$ cat src/rtl/alu_share_ctrl.sv
// rtl/alu_share_ctrl.sv - round-robin request/ack sequencer sharing one combinational ALU
//
// Purpose:
//   Two requesters share a single combinational ALU. The block arbitrates
//   round-robin, registers the winner's operands/opcode onto the ALU inputs,
//   holds them for SETTLE_CYCLES cycles, captures the ALU result and pulses
//   the winner's ack for one cycle.
//
// Optional feature (macro ALU_OPCHK_EN):
//   When defined, a granted opcode outside 0x01..0x09 bypasses the ALU: the
//   block goes straight to the response with result_out=0 and err_out=1.
//   When undefined, every opcode is executed and err_out is always 0.
//
// Ports:
//   CLK, RST                       clock, asynchronous active-low reset
//   req0/op1_0/op2_0/oprn_0, ack0  requester 0 request, operands, completion pulse
//   req1/op1_1/op2_1/oprn_1, ack1  requester 1 request, operands, completion pulse
//   result_out, err_out            captured result / opcode error, valid with ack
//   busy                           high whenever the sequencer is not idle
//   alu_op1/alu_op2/alu_oprn       registered ALU inputs
//   alu_result                     combinational ALU output

module alu_share_ctrl #(
  parameter int DATA_WIDTH    = 32,
  parameter int OPRN_WIDTH    = 6,
  parameter int SETTLE_CYCLES = 1
) (
  input  logic                  CLK,
  input  logic                  RST,
  input  logic                  req0,
  input  logic [DATA_WIDTH-1:0] op1_0,
  input  logic [DATA_WIDTH-1:0] op2_0,
  input  logic [OPRN_WIDTH-1:0] oprn_0,
  output logic                  ack0,
  input  logic                  req1,
  input  logic [DATA_WIDTH-1:0] op1_1,
  input  logic [DATA_WIDTH-1:0] op2_1,
  input  logic [OPRN_WIDTH-1:0] oprn_1,
  output logic                  ack1,
  output logic [DATA_WIDTH-1:0] result_out,
  output logic                  err_out,
  output logic                  busy,
  output logic [DATA_WIDTH-1:0] alu_op1,
  output logic [DATA_WIDTH-1:0] alu_op2,
  output logic [OPRN_WIDTH-1:0] alu_oprn,
  input  logic [DATA_WIDTH-1:0] alu_result
);

  typedef enum logic [1:0] {
    ST_IDLE = 2'd0,
    ST_EXEC = 2'd1,
    ST_RESP = 2'd2
  } state_t;

  // Counter loads SETTLE_CYCLES-1 so EXEC lasts exactly SETTLE_CYCLES cycles.
  localparam logic [3:0] CNT_INIT = 4'(SETTLE_CYCLES - 1);

  state_t                  state_q, state_d;
  logic                    last_q, last_d;   // index of the last completed grant
  logic                    gnt_q, gnt_d;     // index of the grant in flight
  logic [3:0]              cnt_q, cnt_d;
  logic [DATA_WIDTH-1:0]   op1_q, op1_d;
  logic [DATA_WIDTH-1:0]   op2_q, op2_d;
  logic [OPRN_WIDTH-1:0]   oprn_q, oprn_d;
  logic [DATA_WIDTH-1:0]   res_q, res_d;
  logic                    err_q, err_d;

  // Arbitration: a lone request wins; on a tie the requester that did not
  // win last time is chosen.
  logic                    any_req;
  logic                    sel;
  logic [DATA_WIDTH-1:0]   sel_op1;
  logic [DATA_WIDTH-1:0]   sel_op2;
  logic [OPRN_WIDTH-1:0]   sel_oprn;
  logic                    sel_bad;

  assign any_req  = req0 | req1;
  assign sel      = (req0 & req1) ? ~last_q : req1;
  assign sel_op1  = sel ? op1_1  : op1_0;
  assign sel_op2  = sel ? op2_1  : op2_0;
  assign sel_oprn = sel ? oprn_1 : oprn_0;

`ifdef ALU_OPCHK_EN
  assign sel_bad = (sel_oprn < OPRN_WIDTH'(1)) || (sel_oprn > OPRN_WIDTH'(9));
`else
  assign sel_bad = 1'b0;
`endif

  // State register
  always_ff @(posedge CLK or negedge RST) begin
    if (!RST) begin
      state_q <= ST_IDLE;
      last_q  <= 1'b1;
      gnt_q   <= 1'b0;
      cnt_q   <= '0;
      op1_q   <= '0;
      op2_q   <= '0;
      oprn_q  <= '0;
      res_q   <= '0;
      err_q   <= 1'b0;
    end else begin
      state_q <= state_d;
      last_q  <= last_d;
      gnt_q   <= gnt_d;
      cnt_q   <= cnt_d;
      op1_q   <= op1_d;
      op2_q   <= op2_d;
      oprn_q  <= oprn_d;
      res_q   <= res_d;
      err_q   <= err_d;
    end
  end

  // Next-state logic
  always_comb begin
    state_d = state_q;
    last_d  = last_q;
    gnt_d   = gnt_q;
    cnt_d   = cnt_q;
    op1_d   = op1_q;
    op2_d   = op2_q;
    oprn_d  = oprn_q;
    res_d   = res_q;
    err_d   = err_q;
    case (state_q)
      ST_IDLE: begin
        if (any_req) begin
          gnt_d = sel;
          if (sel_bad) begin
            // Rejected opcode: ALU inputs keep their previous values.
            res_d   = '0;
            err_d   = 1'b1;
            state_d = ST_RESP;
          end else begin
            op1_d   = sel_op1;
            op2_d   = sel_op2;
            oprn_d  = sel_oprn;
            cnt_d   = CNT_INIT;
            state_d = ST_EXEC;
          end
        end
      end
      ST_EXEC: begin
        if (cnt_q != 4'd0) begin
          cnt_d = cnt_q - 4'd1;
        end else begin
          res_d   = alu_result;
          err_d   = 1'b0;
          state_d = ST_RESP;
        end
      end
      ST_RESP: begin
        last_d  = gnt_q;
        state_d = ST_IDLE;
      end
      default: state_d = ST_IDLE;
    endcase
  end

  // Outputs
  always_comb begin
    ack0 = 1'b0;
    ack1 = 1'b0;
    busy = (state_q != ST_IDLE);
    if (state_q == ST_RESP) begin
      ack0 = ~gnt_q;
      ack1 = gnt_q;
    end
  end

  assign result_out = res_q;
  assign err_out    = err_q;
  assign alu_op1    = op1_q;
  assign alu_op2    = op2_q;
  assign alu_oprn   = oprn_q;

endmodule
$ cat config.mk
export PLATFORM = sky130hd
export DESIGN_NAME = alu_share_ctrl
export DESIGN_NICKNAME = d
export VERILOG_FILES = /design/src/rtl/alu_share_ctrl.sv
export SDC_FILE = /design/constraint.sdc
export NUM_CORES = 1
export LEC_CHECK = 0
export CAP_MARGIN = 20
export CORE_UTILIZATION = 36
export CTS_BUF_LIST = sky130_fd_sc_hd__clkbuf_4
export CTS_CLUSTER_DIAMETER = 50
export DETAILED_ROUTE_END_ITERATION = 12
export HOLD_SLACK_MARGIN = 0.1
export PLACE_DENSITY = 0.85
export SLEW_MARGIN = 0
export SYNTH_ARGS = -nofsm -noshare
export SYNTH_HDL_FRONTEND = slang
export SYNTH_SLANG_ARGS = --single-unit
export TNS_END_PERCENT = 20
$ cat constraint.sdc
create_clock -name CLK -period 1.5 [get_ports CLK]
set_input_delay 0.3 -clock CLK [delete_from_list [all_inputs] [get_ports CLK]]
set_output_delay 0.3 -clock CLK [all_outputs]
set_load 0.01 [all_outputs]
==> key figures, run 1 <==
Logic synthesis
  – Sequential-to-total area share from yosys stat: 53.0%
  – Post-Syn Instances: 341
  – Main synth FF type: dfrtp_1
  – Yosys warning count: 0
  – FF+latch count, synth: 110
  – Dominant cells by area after synthesis: dfrtp_1 52%, mux2_2 33%, mux2_4 5.8%, buf_6 1.9%, mux2i_1 0.77%
  – Cell with the most instances after synthesis: mux2_2
  – Ys async rst share: 100%
  – Share of the synthesized area in the top cell type: 52.5%
  – Post-Syn Area per Cell: 15.2 um^2
  – Post-synth EDFFs: 0
  – Leading area contributor after synthesis: dfrtp_1
  – Mapped Area: 5200 um^2
  – Netlist cell types: 29
  – Syn Nets: 519
  – Post-synth top cells: 152 x mux2_2, 109 x dfrtp_1, 20 x mux2_4, 9 x buf_6

Floorplanning
  – Die width: 122 um
  – Die footprint: 14900 um^2
  – Core area: 14000 um^2
  – Ports: 282
  – Initial Util: 37.2%
  – Row cnt: 43
  – Die Y: 122 um

Critical path
  – Crit Path Max Fanout: 6
  – Worst EP arrival: 2.11 ns
  – Req. time, crit path: 1.89 ns
  – Crit Path Category: flop to flop
  – Reg2reg end: alu_op2[8]$_DFFE_PN0P_
  – CP max stage cell: dfrtp_1
  – Crit-path cells: or2_4, buf_6, nor2_8, buf_12, clkbuf_16, mux2_2
  – Crit path from: state_q[1]$_DFFE_PN0P_
  – Buffers & Inverters on Critical Path: 3
  – Crit path launch type: flop
  – Worst R2R Setup Slack: -0.21 ns
  – Top delay family on crit path: buffers and inverters
  – Max incr delay on CP: 0.44 ns
  – Worst flop-to-flop path startpoint: state_q[1]$_DFFE_PN0P_
  – CP endpoint kind: flop
  – R2R cell count: 6

Cells and area
  – Core Util, Final: 61.7%
  – Post-route design area: 8620 um^2
  – Area growth syn-to-layout: 65.9%
  – Share of post-route cells with drive strength above 1: 53.5%
  – Cell Count, Final, Fillers Out: 859
  – Layout net count: 851

Worst hold path
  – Hold/Removal Path Class: primary input to async pin

Global routing
  – Largest net degree at the start of global routing: 50
  – Total GRT Usage: 19.0%
  – Vias in the first global route: 4355
  – Wire length of the first global-routing pass: 21300 um
  – Total grt overflow: 0
  – Initial antenna violation count: 0

Place
  – Dpl hpwl: 10700 um
  – Post-place setup slack: -0.660 ns
  – I/O Buffers: 280
  – Placed Area: 8300 um^2
  – Placer Congestion: 0.781
  – Dpl cells: 803

Routing
  – WL final: 16200 um
  – DRC Markers: 0
  – DR iter-0 viols: 94
  – Post-route ant nets: 0
  – Post-DR wirelength/cell: 18.8 um
  – First drt pass iteration count: 4
  – Via count: 4112
  – Avg Vias per Cell: 4.79

CTS
  – CTS Sinks: 110
  – Htree depth: 3
  – CTS clock-pin slew for the worst setup and hold paths: 0.20 ns
  – Worst skew pair latency: 0.50 ns
  – CTS tree: yes
  – Root Driver: clkbuf_4
  – TritonCTS buffer count: 9
  – Longest Clk Path Bufs: 2

Timing
  – Final setup vio count: 105
  – Hold Vio Cnt, Final: 0
  – Unrepaired setup endpoints after global routing: true
  – Clk_skew: 0.0242 ns
  – Final worst setup slack: -0.215 ns
  – Achievable frequency: 0.583 GHz
  – Tcrit/Tclk final: 114%
  – Post-layout min period: 1.71 ns
  – Total negative slack: -15.48 ns
  – Hold WS: 0.270 ns
  – Final-report max-slew violation count: 0

Power and ir drop
  – Power Dens Cells: 1750 nW/um^2
  – Worst vdd ir: 0.993 mV
  – Total power: 15.1 mW
  – Leak: 3.95 nW

Run
  – Max-Cap Viols: 0

Run status
  – Failing checks: negative setup slack
  – Status: finished, violations left
-- registers in the layout, summed over array words and instances, names as in the netlist --
signal / flops
state_q: 2
alu_op1: 32
alu_op2: 32
result_out: 32
alu_oprn: 6
gnt_q: 1
last_q: 1
cnt_q: 4
-- cell families after synthesis --
logic type | Yosys count | synth area share [%]
adders and majority gates | 2 | 0.481
DFF | 110 | 53.0
buffers and inverters | 24 | 3.66
muxes | 176 | 39.5
other | 1 | 0.0722
and+or+nand+nor | 18 | 2.14
AOI/OAI and AO/OA | 10 | 1.18
-- how the worst max path moves through the flow --
stage,depth (start not counted),to
final,6,alu_op2[8]$_DFFE_PN0P_
after global placement,5,alu_op1[20]$_DFFE_PN0P_
after global routing,6,alu_op2[0]$_DFFE_PN0P_
after CTS,3,ack1
after detailed placement,5,alu_op1[20]$_DFFE_PN0P_
after floorplan,5,alu_op1[12]$_DFFE_PN0P_
-- layout make-up --
| class | instances | area [um^2] |
|---|---|---|
| clock inverters | 7 | 73.8 |
| fillers | 1096 | 5360 |
| multi-input cells | 207 | 2450 |
| repair buffers | 341 | 3030 |
| diodes | 1 | 2.50 |
| well taps | 180 | 225 |
| flip-flops and latches | 110 | 2750 |
| clock buffers | 9 | 67.6 |
| inverters | 4 | 15.0 |
-- per-layer routing --
| layer | up-vias | global-route usage (%) | share of wire (%) | routed length (um) |
|---|---|---|---|---|
| met3 | 28 | 5.38 | 6.1 | 982 |
| met2 | 167 | 36.3 | 54 | 8730 |
| met1 | 2032 | 18.8 | 38 | 6080 |
| met5 | - | 0 | 0 | 0 |
| li1 | 1885 | - | - | - |
| met4 | 0 | 8.38 | 2.3 | 379 |
-- report_power, final --
group	switching, mW	total, mW	leakage [nW]	internal, mW
registers	0.889	5.39	1.29	4.50
clock network	1.12	1.52	0.0781	0.400
logic	3.27	8.20	2.57	4.94
total	5.28	15.1	3.95	9.83
-- layout by cell type (no fill, tap or decap), drive strengths merged, types with 3 or more instances in the layout --
master and count:
mux2 172, dfrtp 109, clkdlybuf4s50 174, clkbuf 69, o21ai 7, mux2i 4, inv 9, nor2 5
buf 106, nand2 3
-- timing repair --
action / 4_1_cts / 5_1_grt
resized for setup: 289 / 143
cloned: 0 / 12
pin swaps: 2 / 4
hold buffers: 1 / 0
endpoints found under the hold margin: 50 / 0
setup endpoints to repair: 210 / 197
buffers inserted: 18 / 8
Note: power is estimated with default switching activity, not from simulation.
==> run 2, diff against run 1 <==
--- a/config.mk
+++ b/config.mk
@@ -5,13 +5,13 @@
 export SDC_FILE = /design/constraint.sdc
 export NUM_CORES = 1
 export LEC_CHECK = 0
-export CAP_MARGIN = 20
 export CORE_UTILIZATION = 36
 export CTS_BUF_LIST = sky130_fd_sc_hd__clkbuf_4
 export CTS_CLUSTER_DIAMETER = 50
 export DETAILED_ROUTE_END_ITERATION = 12
 export HOLD_SLACK_MARGIN = 0.1
 export PLACE_DENSITY = 0.85
+export REMOVE_ABC_BUFFERS = 1
 export SLEW_MARGIN = 0
 export SYNTH_ARGS = -nofsm -noshare
 export SYNTH_HDL_FRONTEND = slang
==> key figures, run 2 (synthesis gave the netlist of run 1 again) <==
Floorplanning
  – Die footprint: 14900 um^2 (unchanged)
  – Initial Util: 37.2% (unchanged)
  – Ports: 282 (unchanged)
  – Die Y: 122 um (unchanged)
  – Row cnt: 43 (unchanged)
  – Die width: 122 um (unchanged)
  – Core area: 14000 um^2 (unchanged)

Cells and area
  – Layout net count: 847 (-0.47%)
  – Fill cell count: 1080 (-1.5%)
  – Share of post-route cells with drive strength above 1: 52.8% (-0.72 points)
  – # diodes: 0 (-1)
  – Commonest non-fill, non-tap cells in the layout: 174 x clkdlybuf4s50_1, 109 x dfrtp_1, 100 x mux2_2
  – Area growth syn-to-layout: 68.3%
  – Area of the multi-input gates: 2520 um^2 (+2.5%)
  – Seq. cell area: 2750 um^2 (unchanged)
  – Commonest non-fill, non-tap cell in the layout: clkdlybuf4s50_1

Timing
  – Post-layout min period: 1.70 ns (-0.00997 ns)
  – Hold Vio Cnt, Final: 0 (unchanged)
  – Final setup vio count: 106 (+0.95%)
  – Unrepaired setup endpoints after global routing: true
  – Tcrit/Tclk final: 114% (-0.66 points)
  – Final-report max-slew violation count: 0 (unchanged)
  – Final worst setup slack: -0.205 ns (+0.00997 ns)
  – Clk_skew: 0.0110 ns (-0.0132 ns)
  – Achievable frequency: 0.587 GHz (+0.58%)

Place
  – Dpl hpwl: 11200 um (+4.9%)
  – Post-place setup slack: -0.613 ns (+0.0467 ns)
  – Placer Congestion: 0.839 (+7.4%)
  – I/O Buffers: 280 (unchanged)

Routing
  – Post-DR wirelength/cell: 19.1 um (+1.4%)
  – First drt pass iteration count: 4 (unchanged)
  – Via count: 4155 (+1.0%)
  – DRC Markers: 0 (unchanged)
  – WL final: 16300 um (+0.85%)
  – Avg Vias per Cell: 4.87 (+1.6%)
  – Post-route ant nets: 0 (unchanged)
  – DR iter-0 viols: 131 (+39%)

Run status
  – Failing checks: negative setup slack
  – Status: finished, violations left

CTS
  – Root Driver: clkbuf_4
  – CTS tree: yes
  – Worst skew pair latency: 0.48 ns (-0.02 ns)
  – TritonCTS buffer count: 9 (unchanged)
  – CTS Sinks: 110 (unchanged)
  – Htree depth: 3 (unchanged)
  – CTS clock-pin slew for the worst setup and hold paths: 0.17 ns (-0.03 ns)
  – Longest Clk Path Bufs: 2 (unchanged)

Global routing
  – Largest net degree at the start of global routing: 49 (-2.0%)
  – Total grt overflow: 0 (unchanged)
  – Vias in the first global route: 4427 (+1.7%)
  – Initial antenna violation count: 0 (unchanged)
  – Total GRT Usage: 20.6% (+1.6 points)
  – Wire length of the first global-routing pass: 22800 um (+6.7%)

Critical path
  – Crit path from: state_q[0]$_DFFE_PN0P_
  – R2R cell count: 6 (unchanged)
  – Worst EP arrival: 2.10 ns (about the same)
  – Levels on crit path: 6 (unchanged)
  – Top delay family on crit path: buffers and inverters
  – CP max stage cell: dfrtp_1
  – Worst flop-to-flop path startpoint: state_q[0]$_DFFE_PN0P_
  – Buffers & Inverters on Critical Path: 3 (unchanged)
  – CP endpoint kind: flop
  – Crit Path Max Fanout: 16 (+10)
  – Crit-path cells: buf_6, buf_6, and2b_2, nand2_4, clkbuf_16, mux2_2
  – Max incr delay on CP: 0.43 ns (about the same)
  – Crit Path Category: flop to flop
  – Req. time, crit path: 1.90 ns (about the same)
  – Crit path launch type: flop
  – Reg2reg end: result_out[13]$_DFFE_PN0P_
  – Worst R2R Setup Slack: -0.20 ns (about the same)
  – CP most frequent cell: buf_6

Run
  – Max-Cap Viols: 0 (unchanged)

Power and ir drop
  – Total power: 15.8 mW (+4.9%)
  – Power Dens Cells: 1810 nW/um^2 (+3.4%)
  – Worst vdd ir: 0.996 mV (+0.27%)
  – Leak: 4.03 nW (+2.2%)

Worst hold path
  – Hold/Removal Path Class: primary input to async pin
run 2: cell count changes in the layout (fill, tap and decap cells not counted), moves of 4 or more:
cell             before  now
mux2_4               66   72
clkdlybuf4s15_1       0   10
clkbuf_2             53   84
buf_2                51    8
mux2_2              106  100
buf_4                36   32
run 2: timing repair:
action                                 4_1_cts  5_1_grt
hold buffers                                 1        0
resized for setup                          252      154
setup endpoints to repair                  211      199
cloned                                       2        6
pin swaps                                    4        3
buffers inserted                            21        6
endpoints found under the hold margin      109        0
run 2: cell type report:
cell class / count / area share [%]
repair buffers: 337 / 35.1
flip-flops and latches: 110 / 31.5
multi-input cells: 207 / 28.8
well taps: 180 / 2.57
clock inverters: 7 / 1.12
clock buffers: 9 / 0.772
inverters: 4 / 0.229
run 2: per-layer routing:
| layer | wire, um | GRT usage (%) | vias up |
|---|---|---|---|
| met4 | 431 | 8.77 | 0 |
| li1 | - | - | 1873 |
| met5 | 0 | 0 | - |
| met2 | 8660 | 37.6 | 155 |
| met1 | 6170 | 22.0 | 2096 |
| met3 | 1050 | 5.95 | 31 |
run 2: worst max path at each step:
stage	to	slack, ns
finish	result_out[13]$_DFFE_PN0P_	-0.20
global route	ack1	-0.28
CTS	ack0	-0.22
detailed placement	alu_op2[24]$_DFFE_PN0P_	-0.61
global placement	alu_oprn[0]$_DFFE_PN0P_	-0.56
floorplan	alu_op1[12]$_DFFE_PN0P_	-1.64
run 2: report_power, final:
part	internal, mW	leakage (nW)	total (mW)	switching, mW
combinational	5.25	2.66	8.70	3.45
sequential	4.50	1.29	5.43	0.928
clock	0.681	0.0825	1.72	1.04
run 2: metrics by stage:
stage	utilization (%)	cells	setup TNS, ns	area, um^2	hold WS [ns]
global route	62.5	854	-22.27	8750	0.241
CTS	62.6	842	-16.35	8760	0.222
floorplan	-	321	-124.07	5020	0.00441
detailed placement	59.4	803	-43.82	8310	0.236
finish	62.5	854	-16.39	8750	0.259
global placement	59.4	803	-39.96	8310	0.234
==> run 3, diff against run 2 <==
--- a/config.mk
+++ b/config.mk
@@ -9,6 +9,7 @@
 export CTS_BUF_LIST = sky130_fd_sc_hd__clkbuf_4
 export CTS_CLUSTER_DIAMETER = 50
 export DETAILED_ROUTE_END_ITERATION = 12
+export GPL_ROUTABILITY_DRIVEN = 0
 export HOLD_SLACK_MARGIN = 0.1
 export PLACE_DENSITY = 0.85
 export REMOVE_ABC_BUFFERS = 1
==> results of run 3 <==
No change in the layout: final DEF, timing and power equal those of run 2.
